<file path="src/rtl/apb_seq_booth_mac.sv">
// rtl/apb_seq_booth_mac.sv - APB4 slave wrapping a sequential radix-2 Booth multiply-accumulate engine
//
// Optional feature macro: BOOTH_MAC_IRQ_EN (adds IRQ_EN register at 0x18 and the IRQ port)
//
// Ports:
//   S_PCLK     in   clock, all logic on rising edge
//   S_PRESETN  in   asynchronous active-low reset
//   S_PADDR    in   APB address, only [4:2] decoded
//   S_PSEL     in   APB select
//   S_PENABLE  in   APB access phase
//   S_PWRITE   in   1 = write, 0 = read
//   S_PWDATA   in   APB write data
//   S_PREADY   out  S_PSEL & S_PENABLE, zero wait states
//   S_PRDATA   out  read data in access phase, 0 otherwise
//   S_PSLVERR  out  unmapped access or operand/control write while busy
//   IRQ        out  registered DONE & IRQ_EN[0] (BOOTH_MAC_IRQ_EN only)
//
// Register map (word index = S_PADDR[4:2]):
//   0 OPA, 1 OPB, 2 CTRL {CLR_ACC, ACC, SIGNED, START}, 3 STAT {OVF, DONE, BUSY},
//   4 RES_LO, 5 RES_HI, 6 IRQ_EN (macro only), 7 unmapped
module apb_seq_booth_mac #(
    parameter int ADDR_WIDTH = 8,
    parameter int DATA_WIDTH = 32,
    parameter int OP_WIDTH   = 16
) (
    input  logic                  S_PCLK,
    input  logic                  S_PRESETN,
    input  logic [ADDR_WIDTH-1:0] S_PADDR,
    input  logic                  S_PSEL,
    input  logic                  S_PENABLE,
    input  logic                  S_PWRITE,
    input  logic [DATA_WIDTH-1:0] S_PWDATA,
    output logic                  S_PREADY,
    output logic [DATA_WIDTH-1:0] S_PRDATA,
    output logic                  S_PSLVERR
`ifdef BOOTH_MAC_IRQ_EN
    ,
    output logic                  IRQ
`endif
);

    localparam int W  = OP_WIDTH;
    localparam int RW = 2 * OP_WIDTH;
    localparam int CW = $clog2(OP_WIDTH + 1);

    typedef enum logic [1:0] {IDLE, CALC, FIN} state_t;

    state_t          state;
    logic [W-1:0]    opa_r;
    logic [W-1:0]    opb_r;
    logic            sgn_r;
    logic            acc_r;
    logic            sgn_l;
    logic            acc_l;
    logic            done_r;
    logic            ovf_r;
    logic [RW-1:0]   res_r;
    // Booth datapath: A carries one guard bit beyond the W+1-bit operands so that
    // subtracting a most-negative multiplicand cannot wrap.
    logic [W+1:0]    m_r;
    logic [W+1:0]    a_r;
    logic [W:0]      q_r;
    logic            qm1_r;
    logic [CW-1:0]   cnt_r;

    logic            access;
    logic [2:0]      idx;
    logic            busy;
    logic            unmapped;
    logic            err;
    logic            wr;
    logic            start;
    logic            clr_acc;
    logic            done_clr;
    logic            ovf_clr;
    logic [W+1:0]    a_sum;
    logic [2*W+2:0]  full;
    logic [RW-1:0]   prod;
    logic [RW:0]     add;
    logic            sovf;
    logic [63:0]     res_ext;
    logic [31:0]     rd;

    assign access   = S_PSEL & S_PENABLE;
    assign idx      = S_PADDR[4:2];
    assign busy     = (state != IDLE);
`ifdef BOOTH_MAC_IRQ_EN
    assign unmapped = (idx == 3'd7);
`else
    assign unmapped = (idx == 3'd7) | (idx == 3'd6);
`endif
    assign err      = unmapped | (S_PWRITE & busy & (idx <= 3'd2));
    assign wr       = access & S_PWRITE & ~err;
    assign start    = wr & (idx == 3'd2) & S_PWDATA[0];
    assign clr_acc  = wr & (idx == 3'd2) & S_PWDATA[3];
    assign done_clr = wr & (idx == 3'd3) & S_PWDATA[1];
    assign ovf_clr  = wr & (idx == 3'd3) & S_PWDATA[2];

    assign S_PREADY  = access;
    assign S_PSLVERR = access & err;
    assign S_PRDATA  = (access & ~err) ? rd : '0;

    always_comb begin
        case ({q_r[0], qm1_r})
            2'b01:   a_sum = a_r + m_r;
            2'b10:   a_sum = a_r - m_r;
            default: a_sum = a_r;
        endcase
    end

    assign full    = {a_r, q_r};
    assign prod    = full[RW-1:0];
    assign add     = {1'b0, res_r} + {1'b0, prod};
    assign sovf    = (res_r[RW-1] == prod[RW-1]) & (add[RW-1] != res_r[RW-1]);
    assign res_ext = 64'(res_r);

`ifdef BOOTH_MAC_IRQ_EN
    logic irq_en_r;
    logic irq_r;
    logic done_nxt;
    logic irq_en_nxt;
    assign done_nxt   = (state == FIN) | (done_r & ~done_clr);
    assign irq_en_nxt = (wr & (idx == 3'd6)) ? S_PWDATA[0] : irq_en_r;
    assign IRQ        = irq_r;
`endif

    always_comb begin
        rd = '0;
        case (idx)
            3'd0: rd = 32'(opa_r);
            3'd1: rd = 32'(opb_r);
            3'd2: rd = {29'd0, acc_r, sgn_r, 1'b0};
            3'd3: rd = {29'd0, ovf_r, done_r, busy};
            3'd4: rd = res_ext[31:0];
            3'd5: rd = res_ext[63:32];
`ifdef BOOTH_MAC_IRQ_EN
            3'd6: rd = {31'd0, irq_en_r};
`endif
            default: rd = '0;
        endcase
    end

    wire unused_bits = ^{S_PADDR, S_PWDATA, full[2*W+2:RW]};

    always_ff @(posedge S_PCLK or negedge S_PRESETN) begin
        if (!S_PRESETN) begin
            state  <= IDLE;
            opa_r  <= '0;
            opb_r  <= '0;
            sgn_r  <= 1'b0;
            acc_r  <= 1'b0;
            sgn_l  <= 1'b0;
            acc_l  <= 1'b0;
            done_r <= 1'b0;
            ovf_r  <= 1'b0;
            res_r  <= '0;
            m_r    <= '0;
            a_r    <= '0;
            q_r    <= '0;
            qm1_r  <= 1'b0;
            cnt_r  <= '0;
`ifdef BOOTH_MAC_IRQ_EN
            irq_en_r <= 1'b0;
            irq_r    <= 1'b0;
`endif
        end else begin
            if (wr) begin
                case (idx)
                    3'd0: opa_r <= S_PWDATA[W-1:0];
                    3'd1: opb_r <= S_PWDATA[W-1:0];
                    3'd2: begin
                        sgn_r <= S_PWDATA[1];
                        acc_r <= S_PWDATA[2];
                    end
`ifdef BOOTH_MAC_IRQ_EN
                    3'd6: irq_en_r <= S_PWDATA[0];
`endif
                    default: ;
                endcase
            end
            if (done_clr) done_r <= 1'b0;
            if (ovf_clr)  ovf_r  <= 1'b0;
            if (clr_acc)  res_r  <= '0;

            case (state)
                IDLE: begin
                    if (start) begin
                        // Operands extended to W+1 bits (plus A's guard bit) per SIGNED.
                        m_r   <= {{2{S_PWDATA[1] & opa_r[W-1]}}, opa_r};
                        q_r   <= {S_PWDATA[1] & opb_r[W-1], opb_r};
                        a_r   <= '0;
                        qm1_r <= 1'b0;
                        cnt_r <= '0;
                        sgn_l <= S_PWDATA[1];
                        acc_l <= S_PWDATA[2];
                        state <= CALC;
                    end
                end
                CALC: begin
                    // Arithmetic shift right of {A, Q, q-1} after the add/subtract.
                    a_r   <= {a_sum[W+1], a_sum[W+1:1]};
                    q_r   <= {a_sum[0], q_r[W:1]};
                    qm1_r <= q_r[0];
                    cnt_r <= cnt_r + 1'b1;
                    if (cnt_r == CW'(W)) state <= FIN;
                end
                FIN: begin
                    res_r  <= acc_l ? add[RW-1:0] : prod;
                    done_r <= 1'b1;
                    if (acc_l & (sgn_l ? sovf : add[RW])) ovf_r <= 1'b1;
                    state  <= IDLE;
                end
                default: state <= IDLE;
            endcase
`ifdef BOOTH_MAC_IRQ_EN
            irq_r <= done_nxt & irq_en_nxt;
`endif
        end
    end

endmodule

</file>
<file path="config.mk">
export PLATFORM = sky130hd
export DESIGN_NAME = apb_seq_booth_mac
export DESIGN_NICKNAME = d
export VERILOG_FILES = /design/src/rtl/apb_seq_booth_mac.sv
export SDC_FILE = /design/constraint.sdc
export NUM_CORES = 1
export LEC_CHECK = 0
export BUFFER_PORTS_ARGS = -buffer_cell sky130_fd_sc_hd__buf_2
export CORE_ASPECT_RATIO = 0.6
export CORE_UTILIZATION = 39
export CTS_CLUSTER_SIZE = 25
export DETAILED_ROUTE_END_ITERATION = 6
export GPL_TIMING_DRIVEN = 0
export PLACE_DENSITY = 0.61
export SLEW_MARGIN = 20
export SYNTH_ARGS = -nofsm -noshare
export SYNTH_HDL_FRONTEND = slang
export SYNTH_SLANG_ARGS = --single-unit
</file>
<file path="constraint.sdc">
create_clock -name S_PCLK -period 7.2 [get_ports S_PCLK]
set_input_delay 0 -clock S_PCLK [delete_from_list [all_inputs] [get_ports S_PCLK]]
set_output_delay 0 -clock S_PCLK [all_outputs]
set_load 0.005 [all_outputs]
</file>
==> results of run 1 <==
-- layer usage --
metal,part of all wire,up-vias,global-route usage
met3,0.089,27,0.06246
met5,0,-,0
met4,0.011,0,0.05856
met1,0.53,3818,0.3973
met2,0.37,278,0.3114
li1,-,3746,-
-- stage by stage --
stage          setup slack, ns  cells  power, uW  utilization  area, um2
3_3_place_gp             3.050   1332       2929       0.4352       9331
4_1_cts                  2.982   1382       3916       0.4737      10160
5_1_grt                  2.558   1382       4224       0.4737      10160
2_1_floorplan            3.809    997       2488            -       8702
3_5_place_dp             2.977   1333       2958       0.4369       9369
6_report                 2.915   1382       3944       0.4737      10160
-- flip-flops by register name, indices dropped and copies added, names as in the netlist, 2 cells and up --
| name | count |
|---|---|
| q_r | 17 |
| opb_r | 16 |
| opa_r | 16 |
| a_r | 17 |
| m_r | 17 |
| cnt_r | 5 |
| res_r | 32 |
| state | 2 |
-- Yosys cell counts (2+ instances only) --
| cell | n | share of area |
|---|---|---|
| or3_1 | 3 | 0.0022 |
| xnor2_1 | 41 | 0.041 |
| o21bai_1 | 6 | 0.0052 |
| o22ai_1 | 21 | 0.015 |
| mux2i_1 | 33 | 0.038 |
| o21ai_1 | 5 | 0.0029 |
| o21a_1 | 9 | 0.0078 |
| a21oi_1 | 79 | 0.045 |
| a22oi_1 | 15 | 0.013 |
| o211ai_1 | 10 | 0.0086 |
| and2_1 | 21 | 0.015 |
| or2_2 | 2 | 0.0014 |
| nor2b_1 | 16 | 0.012 |
| mux2_2 | 35 | 0.045 |
| buf_4 | 2 | 0.0017 |
| clkbuf_1 | 34 | 0.015 |
| buf_1 | 4 | 0.0017 |
| nand2b_1 | 15 | 0.011 |
| nand2_1 | 108 | 0.047 |
| ha_1 | 53 | 0.076 |
| o31a_1 | 5 | 0.0050 |
| a211oi_1 | 7 | 0.0060 |
| and3_1 | 9 | 0.0065 |
| a211o_1 | 4 | 0.0040 |
| nor2_1 | 115 | 0.050 |
| nor3b_1 | 7 | 0.0060 |
| a31oi_1 | 7 | 0.0050 |
| dfrtp_1 | 129 | 0.37 |
| a2111oi_0 | 2 | 0.0020 |
| o31ai_1 | 3 | 0.0026 |
| nand4_1 | 5 | 0.0036 |
| o21ai_0 | 72 | 0.041 |
| fa_1 | 2 | 0.0046 |
| nor3_1 | 11 | 0.0063 |
| xor2_1 | 16 | 0.016 |
| buf_2 | 7 | 0.0040 |
| nand3_1 | 30 | 0.017 |
| inv_1 | 18 | 0.0078 |
| a21o_1 | 15 | 0.013 |
-- worst max-delay path: stages (launching register included) --
cell,delay [ns]
dfrtp_1,0.49
ha_1,0.20
clkbuf_1,0.37
buf_1,0.44
nor2_1,0.13
xnor2_1,0.15
ha_1,0.34
a21o_1,0.20
a21oi_1,0.19
a32oi_1,0.19
a41oi_1,0.36
o21ai_0,0.24
o41ai_1,0.45
xor2_1,0.14
o211ai_1,0.17
o31ai_1,0.10
-- path summary, 6_finish.rpt --
check	slack [ns]	endpoint	depth (start not counted)
hold / removal	0.07	res_r[15]	2
hold reg to reg	0.52	res_r[19]	2
setup reg to reg	2.91	a_r[16]	15
setup / recovery	2.91	a_r[16]	15
max in group asynchronous	6.39	q_r[9]	3
min in group S_PCLK	0.07	sgn_r	3
-- final cells by class --
class                      count  area, um2  area share
multi-input combinational    803       5214      0.5132
clock inverter                15      193.9     0.01909
inverter                      18      67.56    0.006651
tap                          279      349.1     0.03436
timing repair buffer          74      488.0     0.04804
sequential                   129       3228      0.3178
clock buffer                  17      425.4     0.04188
buffer                        47      192.7     0.01897
-- where the power goes --
| part | leakage, uW | switching (uW) | internal [uW] |
|---|---|---|---|
| clock network | 0.000299 | 381 | 554 |
| registers | 0.00166 | 278 | 899 |
| logic | 0.00274 | 1030 | 806 |
-- what timing repair did --
item                                    4_1_cts  5_1_grt
gates resized for setup                       0        0
hold endpoints to repair                    169        0
hold buffers                                 17        0
endpoints found under the setup margin        0        0
-- cell families after synthesis --
family          share of synthesized area
mux                               0.08584
xor+xnor                          0.05737
compound gates                     0.1876
simple gates                       0.1875
flops                              0.3710
fa+ha+maj                         0.08081
buf+inv                           0.02990
-- cell usage in the layout, fill, tap and decap left out, drive strengths merged, types with 35 or more instances in the layout --
cell type	synthesis	layout
a21oi	79	79
clkbuf	34	51
ha	53	53
nand2	108	108
nor2	115	115
buf	13	70
dfrtp	129	129
xnor2	41	41
mux2	35	35
o21ai	77	77
==> impl_metrics.tcl, run 1 <==
set metrics [dict create \
    drtIter0Drc 712 \
    hpwlAfterDp_um 20310 \
    slew_headroom 0.3116 \
    grt_usage 0.2451 \
    drive_gt1_frac 0.1269 \
    dr.pass1.iters 6 \
    netlist_area_um2 8702 \
    cts_sinks 129 \
    ant_nets 0 \
    worstSetupStartpointType "flip-flop" \
    h-tree-depth 4 \
    cts_tree "yes" \
    gp_congestion 0.9258 \
    fillers 2046 \
    portBuffers 56 \
    startpoint "q_r[0]" \
    path_max_fanout 10 \
    grt_overflow 0 \
    num_io_pins 79 \
    min_period_ns 4.285 \
    area_delta_synth_final_pct 16.74 \
    rsz0062_at_grt "false" \
    coreArea_um2 21440 \
    endpoint_kind "flip-flop" \
    drc 0 \
    num_vias 7869 \
    synth-edff-count 0 \
    status "finished clean" \
    vias_per_cell 5.694 \
    die_w_um 194.8 \
    grt_start_max_net_pins 76 \
    max_slew.worst_pin.slew_ns 1.033 \
    die_h_um 117.7 \
    avgSynthCellArea_um2 8.728 \
    maxCapViolations 0 \
    timing.rr.start "q_r[0]" \
    nets 1190 \
    finalHoldViolCount 0 \
    antenna_found_initial 0 \
    power.leakage_uw 0.004707 \
    finalCritPeriodShare 0.5952 \
    routedWlPerCell_um 19.63 \
    root_buffer "clkbuf_16" \
    cts_setup_buffers 0 \
    synth_nets 1097 \
    crit_required_ns 7.52 \
    core.rowCount 41 \
    clkTransAtPathRegs_ns 0.06 \
    fin_skew_ns 0.01021 \
    grt_pass1_wl_um 42660 \
    p_per_area_nw_per_um2 388.3 \
    critPathArrivalTime_ns 4.60 \
    grt_pass1_vias 7383 \
    worstSkewPairLatency_ns 0.45 \
    start_util 0.4058 \
    ys_ff_latch 129 \
    finalSetupTns_ns 0 \
    yosysUniqueCellTypes 60 \
    yosysSeqAreaShare 0.3710 \
    async_flop_share 1.000 \
    ys.flop_type "dfrtp_1" \
    drv_slew 0 \
    fmax_mhz 233.4 \
    setup_violations 0 \
    hp-class "in -> async" \
    hold_ws_ns 0.06810 \
    syn_inst 997 \
    wirelength_um 27130 \
    clockBufferDepth 2 \
    ys_warn_count 0 \
    numCtsBuffers 17 \
    critPathKind "reg -> reg" \
    dieArea_um2 22930 \
    diodes 0 \
    ir_drop_mv 0.2407 \
]
(Power assumes the default switching activity.)
==> run 2: changes to the inputs <==
==> constraint.sdc (replaced) <==
create_clock -name S_PCLK -period 4.15 [get_ports S_PCLK]
set_input_delay 0 -clock S_PCLK [delete_from_list [all_inputs] [get_ports S_PCLK]]
set_output_delay 0 -clock S_PCLK [all_outputs]
set_load 0.005 [all_outputs]
==> impl_metrics.tcl, run 2 (same netlist as run 1, synthesis figures left out) <==
set metrics [dict create \
    status "finished clean" \
    vias_per_cell 5.724 \
    portBuffers 56 \
    largest_reg_flops 32 \
    fin_skew_ns 0.01136 \
    worstSetupStartpointType "flip-flop" \
    h-tree-depth 4 \
    num_vias 7905 \
    max_slew.worst_pin.slew_ns 1.019 \
    final_common_cell "dfrtp_1" \
    r2r_end "a_r[16]" \
    start_util 0.4058 \
    coreArea_um2 21440 \
    finalHoldViolCount 0 \
    maxCapViolations 0 \
    hp-class "in -> async" \
    ant_nets 0 \
    path_max_fanout 10 \
    clkTransAtPathRegs_ns 0.06 \
    finalCritPeriodShare 0.9149 \
    startpoint "q_r[0]" \
    nets 1189 \
    power.leakage_uw 0.004716 \
    drive_gt1_frac 0.1307 \
    multi_input_area_um2 5229 \
    fillers 2045 \
    dieArea_um2 22930 \
    rrSetupSlack_ns 0.35 \
    root_buffer "clkbuf_16" \
    grt_overflow 0 \
    worstSkewPairLatency_ns 0.44 \
    dp.cells 1333 \
    core.rowCount 41 \
    hpwlAfterDp_um 20310 \
    grt_pass1_vias 7383 \
    finalPower_uw 6855 \
    ir_drop_mv 0.4192 \
    routedWlPerCell_um 19.64 \
    regArea_um2 3228 \
    antenna_found_initial 0 \
    drtIter0Drc 691 \
    reg2regPathDepth 14 \
    critPathArrivalTime_ns 4.14 \
    slew_headroom 0.3209 \
    cts_tree "yes" \
    num_io_pins 79 \
    gp_congestion 0.9258 \
    drv_slew 0 \
    area_delta_synth_final_pct 16.88 \
    regMostFlops "res_r" \
    clockBufferDepth 2 \
    p_per_area_nw_per_um2 674.0 \
    drc 0 \
    final_cell_mix "dfrtp_1, nor2_1, nand2_1" \
    crit_required_ns 4.49 \
    grt_usage 0.2451 \
    diodes 0 \
    fin_cells 1381 \
    endpoint_kind "flip-flop" \
    numCtsBuffers 17 \
    min_period_ns 3.797 \
    timing.rr.start "q_r[0]" \
    cts_sinks 129 \
    critPathKind "reg -> reg" \
    dr.pass1.iters 5 \
    wirelength_um 27120 \
    setup_violations 0 \
    finalSetupTns_ns 0 \
    rsz0062_at_grt "false" \
    grt_pass1_wl_um 42660 \
    die_h_um 117.7 \
    fmax_mhz 263.4 \
    die_w_um 194.8 \
    grt_start_max_net_pins 76 \
]
==> run 2: worst max-delay path by stage <==
stage | to | slack (ns) | depth (start not counted)
finish | a_r[16] | 0.35 | 14
global route | a_r[16] | 0.06 | 14
CTS | a_r[16] | 0.1 | 15
detailed placement | a_r[16] | -0.07 | 15
global placement | a_r[16] | 0.0001 | 15
floorplan | a_r[16] | 0.76 | 15
==> run 2: where the power goes <==
group          internal [uW]  switching, uW  total [uW]
Sequential              1560            481        2040
Combinational           1410           1790        3190
Clock                    962            659        1620
Total                   3930           2930        6860
==> run 2: layout make-up <==
class / count / area share
plain buffers: 46 / 0.01870
clock buffers: 17 / 0.04183
clock inverters: 15 / 0.01907
inverters: 18 / 0.006643
multi-input cells: 803 / 0.5141
flip-flops and latches: 129 / 0.3174
well taps: 279 / 0.03432
repair buffers: 74 / 0.04798
==> run 2: routing by layer <==
metal  share of wire  global-route usage
met1            0.53              0.3973
met2            0.37              0.3114
met3           0.090             0.06246
met4          0.0086             0.05856
met5               0                   0
==> run 2: metrics by stage <==
step / hold slack, ns / area [um2] / setup WS (ns) / util
after floorplan: -0.2956 / 8702 / 0.7593 / -
after global placement: 0.2480 / 9331 / 0.0001301 / 0.4352
after detailed placement: -0.04147 / 9369 / -0.07305 / 0.4369
after CTS: 0.05030 / 10160 / 0.09784 / 0.4738
after global routing: 0.06849 / 10170 / 0.05865 / 0.4743
final: 0.07654 / 10170 / 0.3532 / 0.4743
==> run 2: worst max-delay path: stages, from the launching register on <==
cell and delay [ns]:
dfrtp_1 0.49, ha_2 0.36, buf_2 0.28, nor2_1 0.09, xnor2_1 0.13, ha_1 0.34
a21o_1 0.20, a21oi_1 0.19, a32oi_1 0.19, a41oi_1 0.36, o21ai_0 0.25, o41ai_2 0.38
xor2_1 0.22, o211ai_1 0.10, o31ai_1 0.11
==> run 2: timing repair <==
action,in CTS,in global routing
hold endpoints to repair,169,0
hold buffers,17,0
setup buffers,0,0
setup endpoints to repair,1,1
gates resized for setup,1,3
==> run 3: changes to the inputs <==
--- a/config.mk
+++ b/config.mk
@@ -7,11 +7,11 @@
 export LEC_CHECK = 0
 export BUFFER_PORTS_ARGS = -buffer_cell sky130_fd_sc_hd__buf_2
 export CORE_ASPECT_RATIO = 0.6
-export CORE_UTILIZATION = 39
+export CORE_UTILIZATION = 45
 export CTS_CLUSTER_SIZE = 25
 export DETAILED_ROUTE_END_ITERATION = 6
 export GPL_TIMING_DRIVEN = 0
-export PLACE_DENSITY = 0.61
+export PLACE_DENSITY = 0.68
 export SLEW_MARGIN = 20
 export SYNTH_ARGS = -nofsm -noshare
 export SYNTH_HDL_FRONTEND = slang
==> impl_metrics.tcl, run 3 (same netlist as run 1, synthesis figures left out) <==
set metrics [dict create \
    status "finished clean" \
    crit_chain "ha_2, buf_2, nor2_1, xnor2_1, ha_1, a21o_1, a21oi_1, a32oi_1, a41oi_1, o21ai_0, o41ai_1, xor2_1, o211ai_1, o31ai_1" \
    regMostFlops "res_r" \
    cp_top_family "compound AO/OA/AOI/OAI gates" \
    cts_tree "yes" \
    ant_nets 0 \
    clkTransAtPathRegs_ns 0.07 \
    dr.pass1.iters 6 \
    max_slew.worst_pin.slew_ns 0.9076 \
    timing.rr.start "q_r[0]" \
    r2r_end "a_r[16]" \
    drive_gt1_frac 0.1298 \
    ir_drop_mv 0.4134 \
    dp.cells 1294 \
    wirelength_um 26260 \
    gp_congestion 0.9480 \
    nets 1189 \
    cts_sinks 129 \
    routedWlPerCell_um 19.57 \
    endpoint_kind "flip-flop" \
    critPathSlowestCell "o41ai_1" \
    grt_overflow 0 \
    fin_skew_ns 0.01063 \
    regArea_um2 3228 \
    portBuffers 56 \
    drv_slew 0 \
    num_io_pins 79 \
    numCtsBuffers 17 \
    multi_input_area_um2 5221 \
    antenna_found_initial 0 \
    drc 0 \
    clockBufferDepth 2 \
    grt_start_max_net_pins 78 \
    dieArea_um2 19920 \
    grt_usage 0.2751 \
    die_h_um 109.7 \
    fillers 1698 \
    setup_violations 0 \
    largest_reg_flops 32 \
    worst-path-buf-inv 1 \
    slew_headroom 0.3949 \
    rrSetupSlack_ns 0.19 \
    slowest_delay_ns 0.52 \
    crit_required_ns 4.45 \
    final_cell_mix "dfrtp_1, nor2_1, nand2_1" \
    start_util 0.4705 \
    post_dp_cell_area_um2 9320 \
    design_area_um2 10130 \
    core.rowCount 38 \
    final_common_cell "dfrtp_1" \
    worstSetupStartpointType "flip-flop" \
    reg2regPathDepth 14 \
    p_per_area_nw_per_um2 679.1 \
    finalHoldViolCount 0 \
    cts_setup_buffers 0 \
    fmax_mhz 252.8 \
    critPathArrivalTime_ns 4.26 \
    num_vias 8031 \
    die_w_um 181.5 \
    finalCritPeriodShare 0.9531 \
    worstSkewPairLatency_ns 0.43 \
    hp-class "in -> async" \
    diodes 0 \
    grt_pass1_vias 7167 \
    vias_per_cell 5.984 \
    hpwlAfterDp_um 19430 \
    critPathKind "reg -> reg" \
    path_max_fanout 10 \
    grt_pass1_wl_um 41040 \
    root_buffer "clkbuf_16" \
    coreArea_um2 18500 \
    fin_cells 1342 \
    h-tree-depth 4 \
    area_delta_synth_final_pct 16.39 \
    power.leakage_uw 0.004718 \
    min_period_ns 3.955 \
    drtIter0Drc 788 \
    maxCapViolations 0 \
]
-- run 3: cell type report --
type	count	share of cell area
well taps	240	0.02965
clock buffers	18	0.04336
repair buffers	74	0.04818
multi-input cells	803	0.5155
inverters	18	0.006671
flip-flops and latches	129	0.3187
clock inverters	14	0.01915
plain buffers	46	0.01878
-- run 3: worst register-to-register path, delay by kind of cell (launching register included) --
kind | cells | cell delay (ns)
and+or+nand+nor | 1 | 0.09
adders and majority gates | 2 | 0.69
DFF | 1 | 0.48
xor gates and xnor gates | 2 | 0.29
AOI/OAI and AO/OA | 8 | 2.00
buffers and inverters | 1 | 0.28
-- run 3: worst max-delay path by stage --
stage          slack, ns  cells after the start  endpoint    from
5_1_grt           -0.009                     14   a_r[16]  q_r[0]
6_report            0.19                     14   a_r[16]  q_r[0]
2_1_floorplan       0.76                     15   a_r[16]  q_r[0]
3_3_place_gp        0.04                     15   a_r[16]  q_r[0]
4_1_cts             0.05                     15   a_r[16]  q_r[0]
3_5_place_dp       -0.06                     15   a_r[16]  q_r[0]
-- run 3: metal layers --
metal	vias up	track usage	wire, um
met5	-	0	0
met4	0	0.07446	287
met3	29	0.06890	2747
met2	396	0.3635	9828
met1	3865	0.4311	13400
li1	3741	-	-
-- run 3: metrics by stage --
step                      setup WS, ns  hold WS (ns)    util  setup TNS [ns]  power (uW)
after floorplan                 0.7593       -0.2956       -               0        4317
after global placement         0.03785        0.2495  0.5019               0        5029
after detailed placement      -0.06017      -0.04907  0.5039        -0.06017        5108
after CTS                      0.04753       0.07906  0.5474               0        6796
after global routing         -0.008765       0.08544  0.5476       -0.008765        7339
final                           0.1946       0.07779  0.5476               0        6879
-- run 3: power breakdown --
group	leakage, uW	internal (uW)	total (uW)	switching [uW]
Combinational	0.00275	1400	3180	1780
Sequential	0.00166	1560	2040	483
Clock	0.000306	987	1660	670
-- run 3: timing repair --
| action | CTS | global route |
|---|---|---|
| hold buffers | 17 | 0 |
| pin swaps | 0 | 0 |
| setup endpoints to repair | 1 | 1 |
| endpoints found under the hold margin | 169 | 0 |
| resized for setup | 1 | 2 |
